$ cat src/rtl/mem_ctl_if.sv
// mem_ctl_if: CPU request/response channel and external SRAM bus for mem_ctl.
// Ports: slave = controller view, master = CPU plus memory-model view.
interface mem_ctl_if;
    logic        req_valid;
    logic        req_ready;
    logic        req_we;
    logic [15:0] req_addr;
    logic [7:0]  req_wdata;
    logic [3:0]  req_dst;
    logic        mem_res;
    logic [7:0]  data_out;
    logic [3:0]  res_dst;
    logic [15:0] bus_addr;
    logic [7:0]  bus_wdata;
    logic [7:0]  bus_rdata;
    logic        bus_cs_n;
    logic        bus_oe_n;
    logic        bus_we_n;

    modport slave (
        input  req_valid,
        input  req_we,
        input  req_addr,
        input  req_wdata,
        input  req_dst,
        input  bus_rdata,
        output req_ready,
        output mem_res,
        output data_out,
        output res_dst,
        output bus_addr,
        output bus_wdata,
        output bus_cs_n,
        output bus_oe_n,
        output bus_we_n
    );

    modport master (
        output req_valid,
        output req_we,
        output req_addr,
        output req_wdata,
        output req_dst,
        output bus_rdata,
        input  req_ready,
        input  mem_res,
        input  data_out,
        input  res_dst,
        input  bus_addr,
        input  bus_wdata,
        input  bus_cs_n,
        input  bus_oe_n,
        input  bus_we_n
    );
endinterface

$ cat src/rtl/mem_ctl.sv
// mem_ctl: async-SRAM style controller, IDLE/SETUP/STROBE(xWAIT_CYCLES)/HOLD.
// Ports: cpu_clk, cpu_rst (async, active low), ifc (mem_ctl_if.slave):
//   req_* request in with valid/ready, mem_res/data_out/res_dst read response,
//   bus_* external address/data and active-low cs/oe/we strobes.
// Optional MEM_CTL_QUEUE_EN adds a 2-entry request FIFO so accesses can
// chain HOLD -> SETUP; without it a request is only taken in IDLE.
module mem_ctl #(
    parameter int unsigned WAIT_CYCLES = 2
) (
    input  logic     cpu_clk,
    input  logic     cpu_rst,
    mem_ctl_if.slave ifc
);
    localparam logic [3:0] LP_WAIT = 4'(WAIT_CYCLES);

    typedef enum logic [1:0] {
        S_IDLE,
        S_SETUP,
        S_STROBE,
        S_HOLD
    } state_t;

    typedef struct packed {
        logic        we;
        logic [15:0] addr;
        logic [7:0]  wdata;
        logic [3:0]  dst;
    } req_t;

    state_t     r_state;
    state_t     w_state_nx;
    req_t       r_act;
    req_t       w_in;
    req_t       w_next_req;
    logic [3:0] r_cnt;
    logic [7:0] r_rdata;
    logic [3:0] r_res_dst;
    logic       w_ready;
    logic       w_accept;
    logic       w_load;
    logic       w_last;

    assign w_in     = {ifc.req_we, ifc.req_addr, ifc.req_wdata, ifc.req_dst};
    assign w_accept = ifc.req_valid & w_ready;
    // Final strobe cycle; <= guards against a zero count ever stalling.
    assign w_last   = (r_cnt <= 4'd1);

`ifdef MEM_CTL_QUEUE_EN
    req_t       r_fifo [2];
    logic       r_wptr;
    logic       r_rptr;
    logic [1:0] r_count;
    logic       w_full;
    logic       w_empty;
    logic       w_pop;
    logic       w_bypass;
    logic       w_push;

    assign w_full  = (r_count == 2'd2);
    assign w_empty = (r_count == 2'd0);
    // A full FIFO can still take a request in HOLD, since it pops there.
    assign w_ready = cpu_rst & (~w_full | (r_state == S_HOLD));
    assign w_pop   = (r_state == S_HOLD) & ~w_empty;
    // With nothing queued, a request taken in IDLE/HOLD goes straight
    // to SETUP so its latency matches the unqueued case.
    assign w_bypass = w_accept & w_empty &
                      ((r_state == S_IDLE) | (r_state == S_HOLD));
    assign w_push     = w_accept & ~w_bypass;
    assign w_load     = w_pop | w_bypass;
    assign w_next_req = w_pop ? r_fifo[r_rptr] : w_in;

    always_ff @(posedge cpu_clk) begin
        if (w_push) begin
            r_fifo[r_wptr] <= w_in;
        end
    end

    always_ff @(posedge cpu_clk or negedge cpu_rst) begin
        if (!cpu_rst) begin
            r_wptr  <= 1'b0;
            r_rptr  <= 1'b0;
            r_count <= 2'd0;
        end else begin
            if (w_push) begin
                r_wptr <= ~r_wptr;
            end
            if (w_pop) begin
                r_rptr <= ~r_rptr;
            end
            unique case ({w_push, w_pop})
                2'b10:   r_count <= r_count + 2'd1;
                2'b01:   r_count <= r_count - 2'd1;
                default: r_count <= r_count;
            endcase
        end
    end
`else
    assign w_ready    = cpu_rst & (r_state == S_IDLE);
    assign w_load     = w_accept;
    assign w_next_req = w_in;
`endif

    always_ff @(posedge cpu_clk or negedge cpu_rst) begin
        if (!cpu_rst) begin
            r_state <= S_IDLE;
        end else begin
            r_state <= w_state_nx;
        end
    end

    always_comb begin
        w_state_nx = r_state;
        unique case (r_state)
            S_IDLE: begin
                if (w_load) begin
                    w_state_nx = S_SETUP;
                end
            end
            S_SETUP: begin
                w_state_nx = S_STROBE;
            end
            S_STROBE: begin
                if (w_last) begin
                    w_state_nx = S_HOLD;
                end
            end
            S_HOLD: begin
                w_state_nx = w_load ? S_SETUP : S_IDLE;
            end
            default: begin
                w_state_nx = S_IDLE;
            end
        endcase
    end

    always_ff @(posedge cpu_clk or negedge cpu_rst) begin
        if (!cpu_rst) begin
            r_act     <= '0;
            r_cnt     <= 4'd0;
            r_rdata   <= 8'h00;
            r_res_dst <= 4'h0;
        end else begin
            if (w_load) begin
                r_act <= w_next_req;
            end
            if (r_state == S_SETUP) begin
                r_cnt <= LP_WAIT;
            end else if ((r_state == S_STROBE) && !w_last) begin
                r_cnt <= r_cnt - 4'd1;
            end
            // Tag is copied alongside the data: r_act may be reloaded
            // for the next access while this response is on display.
            if ((r_state == S_STROBE) && w_last && !r_act.we) begin
                r_rdata   <= ifc.bus_rdata;
                r_res_dst <= r_act.dst;
            end
        end
    end

    assign ifc.req_ready = w_ready;
    assign ifc.mem_res   = (r_state == S_HOLD) & ~r_act.we;
    assign ifc.data_out  = r_rdata;
    assign ifc.res_dst   = r_res_dst;
    assign ifc.bus_addr  = r_act.addr;
    assign ifc.bus_wdata = r_act.wdata;
    assign ifc.bus_cs_n  = (r_state == S_IDLE);
    assign ifc.bus_oe_n  = ~((r_state == S_STROBE) & ~r_act.we);
    assign ifc.bus_we_n  = ~((r_state == S_STROBE) & r_act.we);
endmodule

$ cat src/flat_wrapper.sv
// flat-port wrapper written by rule: the top's interface ports become plain ports
module mem_ctl_flat 
#(
    parameter int unsigned WAIT_CYCLES = 2
)
  (cpu_clk, cpu_rst, ifc_req_valid, ifc_req_we, ifc_req_addr, ifc_req_wdata, ifc_req_dst, ifc_bus_rdata, ifc_req_ready, ifc_mem_res, ifc_data_out, ifc_res_dst, ifc_bus_addr, ifc_bus_wdata, ifc_bus_cs_n, ifc_bus_oe_n, ifc_bus_we_n);
  mem_ctl_if ifc_i ();
  input  logic cpu_clk;
  input  logic cpu_rst;
  input wire logic [$bits(ifc_i.req_valid)-1:0] ifc_req_valid;
  input wire logic [$bits(ifc_i.req_we)-1:0] ifc_req_we;
  input wire logic [$bits(ifc_i.req_addr)-1:0] ifc_req_addr;
  input wire logic [$bits(ifc_i.req_wdata)-1:0] ifc_req_wdata;
  input wire logic [$bits(ifc_i.req_dst)-1:0] ifc_req_dst;
  input wire logic [$bits(ifc_i.bus_rdata)-1:0] ifc_bus_rdata;
  output wire logic [$bits(ifc_i.req_ready)-1:0] ifc_req_ready;
  output wire logic [$bits(ifc_i.mem_res)-1:0] ifc_mem_res;
  output wire logic [$bits(ifc_i.data_out)-1:0] ifc_data_out;
  output wire logic [$bits(ifc_i.res_dst)-1:0] ifc_res_dst;
  output wire logic [$bits(ifc_i.bus_addr)-1:0] ifc_bus_addr;
  output wire logic [$bits(ifc_i.bus_wdata)-1:0] ifc_bus_wdata;
  output wire logic [$bits(ifc_i.bus_cs_n)-1:0] ifc_bus_cs_n;
  output wire logic [$bits(ifc_i.bus_oe_n)-1:0] ifc_bus_oe_n;
  output wire logic [$bits(ifc_i.bus_we_n)-1:0] ifc_bus_we_n;
  assign ifc_i.req_valid = ifc_req_valid;
  assign ifc_i.req_we = ifc_req_we;
  assign ifc_i.req_addr = ifc_req_addr;
  assign ifc_i.req_wdata = ifc_req_wdata;
  assign ifc_i.req_dst = ifc_req_dst;
  assign ifc_i.bus_rdata = ifc_bus_rdata;
  assign ifc_req_ready = ifc_i.req_ready;
  assign ifc_mem_res = ifc_i.mem_res;
  assign ifc_data_out = ifc_i.data_out;
  assign ifc_res_dst = ifc_i.res_dst;
  assign ifc_bus_addr = ifc_i.bus_addr;
  assign ifc_bus_wdata = ifc_i.bus_wdata;
  assign ifc_bus_cs_n = ifc_i.bus_cs_n;
  assign ifc_bus_oe_n = ifc_i.bus_oe_n;
  assign ifc_bus_we_n = ifc_i.bus_we_n;
  mem_ctl #(.WAIT_CYCLES(WAIT_CYCLES)) u_core (.cpu_clk(cpu_clk), .cpu_rst(cpu_rst), .ifc(ifc_i));
endmodule
$ cat config.mk
export PLATFORM = sky130hd
export DESIGN_NAME = mem_ctl_flat
export DESIGN_NICKNAME = d
export VERILOG_FILES = /design/src/rtl/mem_ctl_if.sv /design/src/rtl/mem_ctl.sv /design/src/flat_wrapper.sv
export SDC_FILE = /design/constraint.sdc
export NUM_CORES = 1
export LEC_CHECK = 0
export CAP_MARGIN = 30
export CORE_MARGIN = 1.5
export CORE_UTILIZATION = 41
export CTS_BUF_LIST = sky130_fd_sc_hd__clkbuf_8
export DETAILED_ROUTE_END_ITERATION = 7
export GPL_TIMING_DRIVEN = 1
export PLACE_DENSITY = 0.75
export SLEW_MARGIN = 5
export SYNTH_ARGS = -nofsm -noshare
export SYNTH_HDL_FRONTEND = slang
export SYNTH_SLANG_ARGS = --single-unit
$ cat constraint.sdc
create_clock -name cpu_clk -period 1.8 [get_ports cpu_clk]
set_input_delay 0.27 -clock cpu_clk [delete_from_list [all_inputs] [get_ports cpu_clk]]
set_output_delay 0.27 -clock cpu_clk [all_outputs]
set_load 0.02 [all_outputs]
; Word level (Yosys, flattened, before mapping)
; Index checks and enable logic that the tools add are counted.
[totals]
ff_bits = 47
latchBits = 0
ramBits = 0
mem_bits_ro = 0
in_bits = 40
wordCells = 37
n_memories = 0
[op_classes]
n_addsub = 1
multipliers = 0
div = 0
n_lt_le_gt_ge = 1
eq_ne = 5
shift = 0
n_mux = 6
bitwise_logic = 8
n_reduce_logical = 8
[ops]
columns = op, n
row1 = $mux 4, 2
row2 = $pmux 2 s4, 1
row3 = $and 1x1->1, 5
row4 = $eq 2x2->1 const B, 2
row5 = $le 4x1->1 const B, 1
row6 = $mux 2, 2
row7 = $ne 2x1->1 const B, 2
row8 = $sub 4x1->4 const B, 1
row9 = $logic_and 1x1->1, 3
row10 = $not 1->1, 3
row11 = $eq 2x1->1 const B, 1
row12 = $logic_not 1->1, 2
row13 = $logic_not 2->1, 1
row14 = $reduce_and 2->1, 1
row15 = $reduce_bool 2->1, 1
row16 = $mux 1, 1

; Longest topological paths before layout
[logic_depth]
ltp_word = 5
depth_mapped = 7

; Least setup slack after synthesis
; OpenSTA, ideal clock, no wires.
[synth_timing]
kind = register to register
from = reg u_core.r_state[0]
to = reg u_core.r_act, in the netlist u_core.ifc.bus_addr[0]
setup_ns = 0.125
arrival_time_ns = 1.775
path_slack_ns = -0.099
path_stages_with_launch = 8
path_buffers = 2
synth_period_minus_slack_ns = 1.899
cell_sequence = dfrtp_1 > inv_1 > ha_1 > and2_1 > nand2_1 > buf_2 > buf_6 > mux2_2
[synth_via]
elab_chain_cells = 3
[synth_lines]
columns = item, line_no
row1 = start: declaration, mem_ctl.sv:30  ; state_t r_state;
row2 = start signal: assignment, mem_ctl.sv:107  ; r_state <= w_state_nx;
row3 = $logic_not 2->1, --
row4 = named net ifc_bus_cs_n, flat_wrapper.sv:22  ; output wire logic [$bits(ifc_i.bus_cs_n)-1:0] ifc_bus_cs_n;
row5 = $and 1x1->1, mem_ctl.sv:98  ; assign w_ready = cpu_rst & (r_state == S_IDLE);
row6 = named net ifc_req_ready, flat_wrapper.sv:16  ; output wire logic [$bits(ifc_i.req_ready)-1:0] ifc_req_ready;
row7 = $and 1x1->1, mem_ctl.sv:44  ; assign w_accept = ifc.req_valid & w_ready;
row8 = end signal: assignment, mem_ctl.sv:144  ; r_act <= w_next_req;
row9 = end: declaration, mem_ctl.sv:32  ; req_t r_act;
; The timed path passes the listed nets, and every way through them passes these cells.
; A chain may end at the register's enable or synchronous reset.

; Final worst setup path
[layout_timing]
from = reg u_core.r_state[0]
to = out ifc_mem_res
[layout_via]
elab_chain_cells = 2
[layout_lines]
columns = item, line_no
row1 = $eq 2x2->1, mem_ctl.sv:161  ; assign ifc.mem_res = (r_state == S_HOLD) & ~r_act.we;
row2 = $and 1x1->1, mem_ctl.sv:161
row3 = end: declaration, flat_wrapper.sv:17  ; output wire logic [$bits(ifc_i.mem_res)-1:0] ifc_mem_res;
; No other way between the ends.

==> out/metrics.yaml <==
clocking:
  holdBufCountCts: 0
  cts_tree: "built"
  cts_root_buffer: "clkbuf_8"
  clkLatencyLatePin_ns: 0.29
  cts_buffers: 5
  h-tree-depth: 2
  clkSlewWorstSetupHoldPaths_ns: 0.08
  cts.sink_count: 47
  clock_path_buffers: 2
detailed_routing:
  drtPass1Iterations: 2
  wl_per_cell_um: 12.8
  ant_nets: 0
  wl_um: 3760
  num_vias: 1372
  drc: 0
  vias_per_cell: 4.68
  drt_iter0_markers: 35
power:
  power.density_nw_per_um2: 1750
  vdd_drop_max_uv: 836
  leakage_nw: 1.28
floorplan:
  die_w_um: 75.7
  core_area_sq_um: 5110
  die_y_um: 75.7
  start_util_pct: 42.5
  dieArea_sq_um: 5730
  core.rowCount: 26
  ioPinCount: 81
yosys:
  yosys-top-cells-area: "dfrtp_1 54%, mux2_2 22%, buf_4 8.3%, ha_1 4.0%, buf_6 1.0%"
  ys_ff_latch: 47
  yosys.area_share.adder_pct: 4.04
  synth-compound-area-share_pct: 3.52
  syn_inst: 158
  syn_area_per_cell_sq_um: 13.7
  synth_area_sq_um: 2170
  synth_xor_area_share_pct: 0
  ys_types: 26
  ys_warn_count: 0
  synth_top_cell_by_area: "dfrtp_1"
  synth_top_family_by_area: "multiplexers"
  muxShareOfSynthArea_pct: 22.3
  syn_nets: 205
  synth_top_cell_area_share_pct: 54.2
  ys_seq_area_share_pct: 54.2
  yosys.area_share.simple_pct: 5.08
worst_setup_path:
  rrSetupSlack_ns: 0.08
  end_kind: "output port"
  worstPathMaxFanout: 2
  critPathRequiredTime_ns: 1.53
  path_cells: "buf_4 -> ha_1 -> nor2b_1 -> dlygate4sd2_1"
  arrival_ns: 1.46
  crit_type: "flop to output port"
  slowest_delay_ns: 0.40
  slowest_stage: "dfrtp_1"
  startpoint_type: "flop"
layout:
  syn_to_final_growth_pct: 39.7
  num_antenna_cells: 0
  final_common_cell: "clkdlybuf4s50_1"
  drive_gt1_share_pct: 29.6
  fin_nets: 269
  layout_common_cells: "74 x clkdlybuf4s50_1, 47 x dfrtp_1, 42 x mux2_2"
timing:
  tns_ns: 0
  clock_skew_ns: 0.00387
  rsz0062_at_grt: "no"
  post-route-min-period_ns: 1.73
  holdWs_ns: 0.111
  maxSlewHeadroom_pct: 61.5
  drv_slew: 0
  fmax_ghz: 0.579
  timing.final.crit_share_pct: 95.9
  worst_pin_slew_ns: 0.577
  timing.final.setup_violations: 0
  hold_viol_final: 0
min_path:
  hold_class: "primary input to async pin"
grt:
  grt_pass1_vias: 1301
  grt_pass1_wl_um: 5780
  antenna_found_initial: 0
  track_usage_pct: 13.6
  grt_overflow: 0
  grt_start_max_net_pins: 48
placed_design:
  gp_congestion: 0.767
  dp_hpwl_um: 2760
  io_buffers: 80
status:
  status: "finished clean"
flow_run:
  maxCapViolations: 0
==> final cells by class <==
type,instances,area [sq um]
Inverter,6,22.5
Clock inverter,2,38.8
Clock buffer,6,82.6
Timing Repair Buffer,85,848
Tap cell,70,87.6
Fill cell,449,2080
Sequential cell,47,1180
Multi-Input combinational cell,77,773
==> worst max-delay path: cells and delay by family, from the launching register on <==
kind,cells,cell delay [ns]
buffers and inverters,2,0.46
adders and majority gates,1,0.18
DFF,1,0.40
and+or+nand+nor,1,0.12
==> sequential cells by signal, indices dropped and copies added, names as in the netlist <==
name                  count
u_core.ifc.bus_addr      16
u_core.ifc.bus_wdata      8
u_core.ifc.data_out       8
u_core.r_act              5
u_core.ifc.res_dst        4
u_core.r_cnt              4
u_core.r_state            2
==> through the flow <==
step	setup slack, ns	instance area [sq um]	utilization [%]	cells	total power [W]
detailed placement	0.0287	2910	56.9	285	0.00457
finish	0.0737	3030	59.3	293	0.00530
CTS	0.00203	3020	59.2	293	0.00536
floorplan	0.000208	2170	-	158	0.00370
global route	0.000359	3030	59.3	293	0.00563
global placement	0.0737	2910	56.9	285	0.00450
==> Yosys cell counts, drive strengths merged <==
| cell | count |
|---|---|
| o311ai | 2 |
| mux2i | 1 |
| or2 | 1 |
| nor2b | 2 |
| o2111ai | 1 |
| dfrtp | 47 |
| a21bo | 1 |
| or3 | 1 |
| nand2 | 5 |
| mux2 | 42 |
| o31a | 1 |
| nand2b | 2 |
| and2 | 1 |
| buf | 28 |
| o311a | 1 |
| nor2 | 4 |
| inv | 6 |
| o211ai | 1 |
| nor4b | 1 |
| ha | 7 |
| nor4 | 1 |
| o31ai | 1 |
| a21oi | 1 |
==> layer usage <==
layer / wire [um] / part of all wire (%) / vias to the layer above / global-route usage, %
met5: 0 / 0 / - / 0
met4: 46 / 1.2 / 0 / 4.76
met3: 390 / 10 / 5 / 6.08
met2: 1830 / 49 / 51 / 23.2
met1: 1490 / 40 / 672 / 14.9
li1: - / - / 644 / -
==> cell families (layout without fill, tap and decap cells) <==
family,Yosys count,count (layout)
adder cells (fa/ha/maj),7,7
AND/OR/NAND/NOR,18,18
buffers and inverters,34,99
AO/OA/AOI/OAI,9,9
flip-flops,47,47
multiplexers,43,43
==> power breakdown <==
| part | total (W) | switching (W) | internal, W |
|---|---|---|---|
| Clock | 0.000796 | 0.000340 | 0.000457 |
| Combinational | 0.00266 | 0.00121 | 0.00145 |
| Sequential | 0.00184 | 0.000266 | 0.00157 |
==> repair_timing <==
action,4_1_cts,5_1_grt
cloned,0,0
hold endpoints to repair,0,0
buffers inserted,0,0
resized for setup,6,3
pin swaps,0,0
endpoints found under the setup margin,5,15
==> path summary, 6_finish.rpt <==
kind                                         from                       to  cells after the start
setup / recovery                u_core.r_state[0]              ifc_mem_res                      4
hold / removal                            cpu_rst  u_core.ifc.bus_wdata[7]                      2
setup reg to reg                  u_core.r_cnt[0]   u_core.ifc.data_out[7]                      7
hold reg to reg            u_core.ifc.bus_addr[0]   u_core.ifc.bus_addr[0]                      1
max in group asynchronous                 cpu_rst        u_core.r_state[0]                      2
min in group cpu_clk                      cpu_rst        u_core.r_state[1]                      4
Power figures use the tool's default switching activity.
